**config.mk**
```make
export PLATFORM = sky130hd
export DESIGN_NAME = axil_periph_demux
export DESIGN_NICKNAME = d
export VERILOG_FILES = /design/src/rtl/axil_pkg.sv /design/src/rtl/axil_addr_decode.sv /design/src/rtl/axil_periph_demux.sv
export SDC_FILE = /design/constraint.sdc
export NUM_CORES = 1
export LEC_CHECK = 0
export ABC_AREA = 1
export CAP_MARGIN = 20
export CORE_AREA = 2 2 166 168
export DETAILED_ROUTE_END_ITERATION = 8
export DIE_AREA = 0 0 168 170
export HOLD_SLACK_MARGIN = 0.05
export PLACE_DENSITY = 0.72
export SLEW_MARGIN = 0
export SYNTH_ARGS = -nofsm -noshare
export SYNTH_HDL_FRONTEND = slang
export SYNTH_SLANG_ARGS = --single-unit
```
**constraint.sdc**
```tcl
create_clock -name s_axi_aclk -period 1.55 [get_ports s_axi_aclk]
set_input_delay 0.465 -clock s_axi_aclk [delete_from_list [all_inputs] [get_ports s_axi_aclk]]
set_output_delay 0.465 -clock s_axi_aclk [all_outputs]
set_load 0.1 [all_outputs]
```
**src/rtl/axil_pkg.sv**
```systemverilog
// Shared definitions for the AXI4-Lite peripheral demux: response codes, FSM states, watchdog reload.
// No logic, so no latency.
// No handshakes of its own.
package axil_pkg;

  localparam logic [1:0] RESP_OKAY   = 2'b00;
  localparam logic [1:0] RESP_EXOKAY = 2'b01;
  localparam logic [1:0] RESP_SLVERR = 2'b10;
  localparam logic [1:0] RESP_DECERR = 2'b11;

  typedef enum logic [1:0] {W_IDLE, W_REQ, W_RESP, W_BACK} wr_state_e;
  typedef enum logic [1:0] {R_IDLE, R_REQ, R_RESP, R_BACK} rd_state_e;

  // Watchdog reload value; expiry happens TIMEOUT_CYCLES+1 cycles after entering REQ.
  localparam logic [15:0] TIMEOUT_CYCLES = 16'd1023;

endpackage

```
**src/rtl/axil_addr_decode.sv**
```systemverilog
// Address decoder: maps a 32-bit address to a hit flag and a slave slot index.
// Purely combinational, zero latency.
// No handshakes; the caller registers the result on acceptance.
module axil_addr_decode
  import axil_pkg::*;
#(
  parameter int          NUM_SLAVES = 4,
  parameter logic [31:0] BASE_ADDR  = 32'h2000_0000,
  parameter int          SLOT_BITS  = 12,
  parameter int          IDX_W      = 2
) (
  input  logic [31:0]      addr,
  output logic             hit,
  output logic [IDX_W-1:0] idx
);

  localparam int          LOG2N   = $clog2(NUM_SLAVES);
  localparam int          HI_LSB  = SLOT_BITS + LOG2N;
  // Bits above the whole peripheral window must match the base address.
  localparam logic [31:0] HI_MASK = ~((32'd1 << HI_LSB) - 32'd1);

  assign hit = (((addr ^ BASE_ADDR) & HI_MASK) == 32'd0);

  // Slot index is the field right above the per-slave offset; a single slave is always slot 0.
  always_comb begin
    idx = '0;
    for (int i = 0; i < IDX_W; i++) begin
      if (i < LOG2N) idx[i] = addr[SLOT_BITS+i];
    end
  end

endmodule

```
**src/rtl/axil_periph_demux.sv**
```systemverilog
// 1-to-N AXI4-Lite demux; independent write/read FSMs, one outstanding each; misses answer DECERR locally.
// Latency: 4 cycles master-valid to master-response with zero-wait slaves; all outputs registered.
// Backpressure: master held off until the previous response is taken; AXIL_DEMUX_TIMEOUT_EN adds a SLVERR watchdog.
module axil_periph_demux
  import axil_pkg::*;
#(
  parameter int          NUM_SLAVES = 4,
  parameter logic [31:0] BASE_ADDR  = 32'h2000_0000,
  parameter int          SLOT_BITS  = 12
) (
  input  logic                     s_axi_aclk,
  input  logic                     s_axi_aresetn,
  input  logic [31:0]              s_axi_awaddr,
  input  logic                     s_axi_awvalid,
  output logic                     s_axi_awready,
  input  logic [31:0]              s_axi_wdata,
  input  logic [3:0]               s_axi_wstrb,
  input  logic                     s_axi_wvalid,
  output logic                     s_axi_wready,
  output logic [1:0]               s_axi_bresp,
  output logic                     s_axi_bvalid,
  input  logic                     s_axi_bready,
  input  logic [31:0]              s_axi_araddr,
  input  logic                     s_axi_arvalid,
  output logic                     s_axi_arready,
  output logic [31:0]              s_axi_rdata,
  output logic [1:0]               s_axi_rresp,
  output logic                     s_axi_rvalid,
  input  logic                     s_axi_rready,
  output logic [31:0]              m_axi_awaddr,
  output logic [31:0]              m_axi_wdata,
  output logic [3:0]               m_axi_wstrb,
  output logic [NUM_SLAVES-1:0]    m_axi_awvalid,
  input  logic [NUM_SLAVES-1:0]    m_axi_awready,
  output logic [NUM_SLAVES-1:0]    m_axi_wvalid,
  input  logic [NUM_SLAVES-1:0]    m_axi_wready,
  input  logic [2*NUM_SLAVES-1:0]  m_axi_bresp,
  input  logic [NUM_SLAVES-1:0]    m_axi_bvalid,
  output logic [NUM_SLAVES-1:0]    m_axi_bready,
  output logic [31:0]              m_axi_araddr,
  output logic [NUM_SLAVES-1:0]    m_axi_arvalid,
  input  logic [NUM_SLAVES-1:0]    m_axi_arready,
  input  logic [32*NUM_SLAVES-1:0] m_axi_rdata,
  input  logic [2*NUM_SLAVES-1:0]  m_axi_rresp,
  input  logic [NUM_SLAVES-1:0]    m_axi_rvalid,
  output logic [NUM_SLAVES-1:0]    m_axi_rready
);

  localparam int IDX_W = (NUM_SLAVES > 1) ? $clog2(NUM_SLAVES) : 1;

  wr_state_e             w_state;
  rd_state_e             r_state;
  logic                  aw_acc;
  logic                  ar_acc;
  logic [NUM_SLAVES-1:0] w_sel;
  logic [NUM_SLAVES-1:0] r_sel;

  logic                  aw_hit, ar_hit;
  logic [IDX_W-1:0]      aw_idx, ar_idx;
  logic [NUM_SLAVES-1:0] aw_sel_c, ar_sel_c;
  logic [1:0]            sel_bresp, sel_rresp;
  logic [31:0]           sel_rdata;
  logic                  b_fire, r_fire;
  logic                  w_expired, r_expired;

  axil_addr_decode #(
    .NUM_SLAVES(NUM_SLAVES), .BASE_ADDR(BASE_ADDR), .SLOT_BITS(SLOT_BITS), .IDX_W(IDX_W)
  ) u_aw_dec (
    .addr(s_axi_awaddr), .hit(aw_hit), .idx(aw_idx)
  );

  axil_addr_decode #(
    .NUM_SLAVES(NUM_SLAVES), .BASE_ADDR(BASE_ADDR), .SLOT_BITS(SLOT_BITS), .IDX_W(IDX_W)
  ) u_ar_dec (
    .addr(s_axi_araddr), .hit(ar_hit), .idx(ar_idx)
  );

  // The same register accepts AW and W so neither channel is ever taken alone.
  assign s_axi_awready = aw_acc;
  assign s_axi_wready  = aw_acc;
  assign s_axi_arready = ar_acc;

  // Only the owning slot has its ready raised, so any other slave's response is masked here.
  assign b_fire = |(m_axi_bvalid & m_axi_bready);
  assign r_fire = |(m_axi_rvalid & m_axi_rready);

  // One-hot slot selects from the decoded indices, and response muxes from the latched selects.
  always_comb begin
    aw_sel_c  = '0;
    ar_sel_c  = '0;
    sel_bresp = '0;
    sel_rresp = '0;
    sel_rdata = '0;
    for (int i = 0; i < NUM_SLAVES; i++) begin
      aw_sel_c[i] = (aw_idx == IDX_W'(i));
      ar_sel_c[i] = (ar_idx == IDX_W'(i));
      if (w_sel[i]) sel_bresp = m_axi_bresp[2*i +: 2];
      if (r_sel[i]) begin
        sel_rresp = m_axi_rresp[2*i +: 2];
        sel_rdata = m_axi_rdata[32*i +: 32];
      end
    end
  end

`ifdef AXIL_DEMUX_TIMEOUT_EN
  logic [15:0] w_dog;
  logic [15:0] r_dog;

  assign w_expired = (w_dog == 16'd0);
  assign r_expired = (r_dog == 16'd0);

  // Write watchdog: reload on a hitting acceptance, count down while waiting on the slave.
  always_ff @(posedge s_axi_aclk or negedge s_axi_aresetn) begin
    if (!s_axi_aresetn) begin
      w_dog <= TIMEOUT_CYCLES;
    end else if (w_state == W_IDLE && aw_acc && aw_hit) begin
      w_dog <= TIMEOUT_CYCLES;
    end else if ((w_state == W_REQ || w_state == W_RESP) && !w_expired) begin
      w_dog <= w_dog - 16'd1;
    end
  end

  // Read watchdog, same scheme as the write side.
  always_ff @(posedge s_axi_aclk or negedge s_axi_aresetn) begin
    if (!s_axi_aresetn) begin
      r_dog <= TIMEOUT_CYCLES;
    end else if (r_state == R_IDLE && ar_acc && ar_hit) begin
      r_dog <= TIMEOUT_CYCLES;
    end else if ((r_state == R_REQ || r_state == R_RESP) && !r_expired) begin
      r_dog <= r_dog - 16'd1;
    end
  end
`else
  assign w_expired = 1'b0;
  assign r_expired = 1'b0;
`endif

  // Write FSM: accept AW+W together, forward to the slot, collect B, hand it back to the master.
  always_ff @(posedge s_axi_aclk or negedge s_axi_aresetn) begin
    if (!s_axi_aresetn) begin
      w_state       <= W_IDLE;
      aw_acc        <= 1'b0;
      w_sel         <= '0;
      m_axi_awaddr  <= '0;
      m_axi_wdata   <= '0;
      m_axi_wstrb   <= '0;
      m_axi_awvalid <= '0;
      m_axi_wvalid  <= '0;
      m_axi_bready  <= '0;
      s_axi_bresp   <= RESP_OKAY;
      s_axi_bvalid  <= 1'b0;
    end else begin
      case (w_state)
        W_IDLE: begin
          if (aw_acc) begin
            // Handshake completes on this edge; the master keeps address and data stable until then.
            aw_acc       <= 1'b0;
            m_axi_awaddr <= s_axi_awaddr;
            m_axi_wdata  <= s_axi_wdata;
            m_axi_wstrb  <= s_axi_wstrb;
            w_sel        <= aw_sel_c;
            if (aw_hit) begin
              m_axi_awvalid <= aw_sel_c;
              m_axi_wvalid  <= aw_sel_c;
              w_state       <= W_REQ;
            end else begin
              s_axi_bresp  <= RESP_DECERR;
              s_axi_bvalid <= 1'b1;
              w_state      <= W_BACK;
            end
          end else if (s_axi_awvalid && s_axi_wvalid) begin
            aw_acc <= 1'b1;
          end
        end
        W_REQ: begin
          if (w_expired) begin
            m_axi_awvalid <= '0;
            m_axi_wvalid  <= '0;
            s_axi_bresp   <= RESP_SLVERR;
            s_axi_bvalid  <= 1'b1;
            w_state       <= W_BACK;
          end else begin
            // AW and W retire independently; move on once neither is still pending.
            m_axi_awvalid <= m_axi_awvalid & ~m_axi_awready;
            m_axi_wvalid  <= m_axi_wvalid & ~m_axi_wready;
            if ((m_axi_awvalid & ~m_axi_awready) == '0 && (m_axi_wvalid & ~m_axi_wready) == '0) begin
              m_axi_bready <= w_sel;
              w_state      <= W_RESP;
            end
          end
        end
        W_RESP: begin
          if (w_expired) begin
            m_axi_bready <= '0;
            s_axi_bresp  <= RESP_SLVERR;
            s_axi_bvalid <= 1'b1;
            w_state      <= W_BACK;
          end else if (b_fire) begin
            m_axi_bready <= '0;
            s_axi_bresp  <= sel_bresp;
            s_axi_bvalid <= 1'b1;
            w_state      <= W_BACK;
          end
        end
        W_BACK: begin
          if (s_axi_bready) begin
            s_axi_bvalid <= 1'b0;
            w_state      <= W_IDLE;
          end
        end
        default: w_state <= W_IDLE;
      endcase
    end
  end

  // Read FSM: accept AR, forward to the slot, capture R, hand it back to the master.
  always_ff @(posedge s_axi_aclk or negedge s_axi_aresetn) begin
    if (!s_axi_aresetn) begin
      r_state       <= R_IDLE;
      ar_acc        <= 1'b0;
      r_sel         <= '0;
      m_axi_araddr  <= '0;
      m_axi_arvalid <= '0;
      m_axi_rready  <= '0;
      s_axi_rdata   <= '0;
      s_axi_rresp   <= RESP_OKAY;
      s_axi_rvalid  <= 1'b0;
    end else begin
      case (r_state)
        R_IDLE: begin
          if (ar_acc) begin
            ar_acc       <= 1'b0;
            m_axi_araddr <= s_axi_araddr;
            r_sel        <= ar_sel_c;
            if (ar_hit) begin
              m_axi_arvalid <= ar_sel_c;
              r_state       <= R_REQ;
            end else begin
              s_axi_rdata  <= '0;
              s_axi_rresp  <= RESP_DECERR;
              s_axi_rvalid <= 1'b1;
              r_state      <= R_BACK;
            end
          end else if (s_axi_arvalid) begin
            ar_acc <= 1'b1;
          end
        end
        R_REQ: begin
          if (r_expired) begin
            m_axi_arvalid <= '0;
            s_axi_rdata   <= '0;
            s_axi_rresp   <= RESP_SLVERR;
            s_axi_rvalid  <= 1'b1;
            r_state       <= R_BACK;
          end else begin
            m_axi_arvalid <= m_axi_arvalid & ~m_axi_arready;
            if ((m_axi_arvalid & ~m_axi_arready) == '0) begin
              m_axi_rready <= r_sel;
              r_state      <= R_RESP;
            end
          end
        end
        R_RESP: begin
          if (r_expired) begin
            m_axi_rready <= '0;
            s_axi_rdata  <= '0;
            s_axi_rresp  <= RESP_SLVERR;
            s_axi_rvalid <= 1'b1;
            r_state      <= R_BACK;
          end else if (r_fire) begin
            m_axi_rready <= '0;
            s_axi_rdata  <= sel_rdata;
            s_axi_rresp  <= sel_rresp;
            s_axi_rvalid <= 1'b1;
            r_state      <= R_BACK;
          end
        end
        R_BACK: begin
          if (s_axi_rready) begin
            s_axi_rvalid <= 1'b0;
            r_state      <= R_IDLE;
          end
        end
        default: r_state <= R_IDLE;
      endcase
    end
  end

endmodule

```
==> results.toml <==
[run_status]
status = "finished with violations"
violations = "setup timing"

[detailed_routing]
detail-route-antenna-nets = 0
wl_per_cell_um = 17.05
vias = 9628
vias_per_cell = 4.836
drt-pass1-iter-count = 5
first_iter_violations = 647
post-route-drc-count = 0
wl_um = 33940

[floorplanning]
rows = 60
io_pins = 432
core_mm2 = 0.02665
start_util = 0.3238
die_w_um = 168
die_h_um = 170
die_area_mm2 = 0.02856

[sta]
setup_slack_ps = -40.87
tns_ps = -316.7
slew_viol_final = 0
fin_crit_sh = 1.026
fmax_mhz = 628.6
finalSetupViolations = 20
hold_viol = 0
worst_clock_skew_ps = 14.63
rsz0062_at_grt = "yes"
tightest_slew_ps = 329.5
period_needed_ps = 1591
relSlewSlack = 0.7803

[placement]
dp_hpwl_um = 25070
place_congestion = 0.8997
port_buffers = 431
post-place-ws_ps = -541.3

[final_layout]
syn_to_final_growth_pct = 92.50
drive_gt1_frac = 0.2408
fill_cells = 2174
num-nets-final = 1916
final_cell_mix = "nand2_1, clkdlybuf4s50_1, buf_12"
layout_commonest_cell = "nand2_1"

[min_path]
hp-class = "primary input to register"

[setup_path]
crit_path_max_incr_delay_ps = 510
cp.arrival_ps = 1130
endpoint_kind = "output port"
worstSetupPathType = "register to output port"
required_ps = 1080
path_buf_inv = 1
worstPathCellList = "buf_12"
crit_path_top_delay_cell = "dfrtp_4"
start_kind = "register"
path_max_fanout = 3
cp_top_family = "flip-flops"

[clocking]
cts-htree-levels = 4
clk_latency_ps = 430
cts.reportedPaths.clkPinSlew_ps = 80
cts_root_buf = "clkbuf_16"
cts_buffer_depth = 2
cts_tree = "yes"
numCtsBuffers = 17
cts_sinks = 172

[logic_synthesis]
ys.warnings.count = 0
ys_top_cells_by_area = "dfrtp_1, nand2_1, o21ai_0"
syn_area_mm2 = 0.008628
syn_nets = 1421
yosysSeqAreaShare = 0.4988
synthCells = 1141
synth-seq-cells = 172
syn_avg_cell_area_um2 = 7.562
synth_top_cell_area_share = 0.4988
yosysTopAreaCell = "dfrtp_1"
yosysUniqueCellTypes = 26

[global_route]
grt_pass1_wl_um = 52860
first_global_vias = 9730
grt_usage = 0.2357
grt_max_degree = 72
grt_overflow = 0
antenna_found_initial = 0

[run]
drv_cap = 0
cell usage after synthesis, drive strengths merged:
cell	count
a21oi	75
and2	2
buf	34
clkbuf	29
clkinv	2
dfrtp	172
ha	9
inv	55
nand2	529
nand3	73
nand4	6
nor2	36
o211ai	33
o21ai	82
o22ai	1
or2	3
cells by family after synthesis:
family | Yosys count | synth area share
fa+ha+maj | 9 | 0.01305
compound gates | 191 | 0.1221
flops | 172 | 0.4988
buf+inv | 120 | 0.06003
simple gates | 649 | 0.3060
routing by layer:
layer  GRT usage  vias to the layer above  part of all wire
li1            -                     4661                 -
met1      0.2846                     4512              0.39
met2      0.4078                      394              0.51
met3     0.05744                       61             0.074
met4     0.08922                        0             0.029
met5           0                        -                 0
area by class of cell:
type	instances	area, µm²	area share
diodes	1	2.502	0.0001507
clock buffers	18	429.2	0.02584
clock inverters	14	148.9	0.008964
inverters	57	221.5	0.01333
multi-input cells	854	4054	0.2441
flip-flops and latches	172	4343	0.2615
well taps	341	426.7	0.02569
repair buffers	534	6984	0.4205
metrics by stage:
stage	utilization	hold WS (ps)	std cells	cell area [µm²]
global placement	0.5794	357.8	1924	15440
floorplan	-	169.4	1141	8677
finish	0.6232	274.1	1991	16610
CTS	0.6157	374.3	1977	16410
detailed placement	0.5794	357.2	1924	15440
global route	0.6231	273.1	1990	16610
sequential cells by signal, summed over array words and instances (netlist names), 2 cells and up:
name           flops
m_axi_araddr      32
m_axi_awaddr      32
m_axi_wdata       32
s_axi_rdata       32
m_axi_arvalid      4
m_axi_awvalid      4
m_axi_bready       4
m_axi_rready       4
m_axi_wstrb        4
m_axi_wvalid       4
r_sel              4
w_sel              4
r_state            2
s_axi_bresp        2
s_axi_rresp        2
w_state            2
repair_timing:
item                       4_1_cts  5_1_grt
pin swaps                       10       10
resized for setup               54       41
setup buffers                   15       13
cloned                           7        0
setup endpoints to repair      151       94
hold buffers                     1        0
hold endpoints to repair        18        0
path summary, 6_finish.rpt:
path	start	to	slack [ps]	cells past startpoint
hold reg to reg	s_axi_rdata[24]	s_axi_rdata[24]	540	2
setup / recovery	m_axi_rready[2]	m_axi_rready[2]	-40	1
min in group asynchronous	s_axi_aresetn	m_axi_araddr[21]	470	2
hold / removal	s_axi_araddr[18]	m_axi_araddr[18]	270	3
max in group asynchronous	s_axi_aresetn	m_axi_awaddr[11]	500	3
setup reg to reg	r_state[1]	s_axi_rdata[4]	-20	9
Power is not shown: default switching activity piles up to over one toggle a cycle in this logic, so the estimate is an artifact.
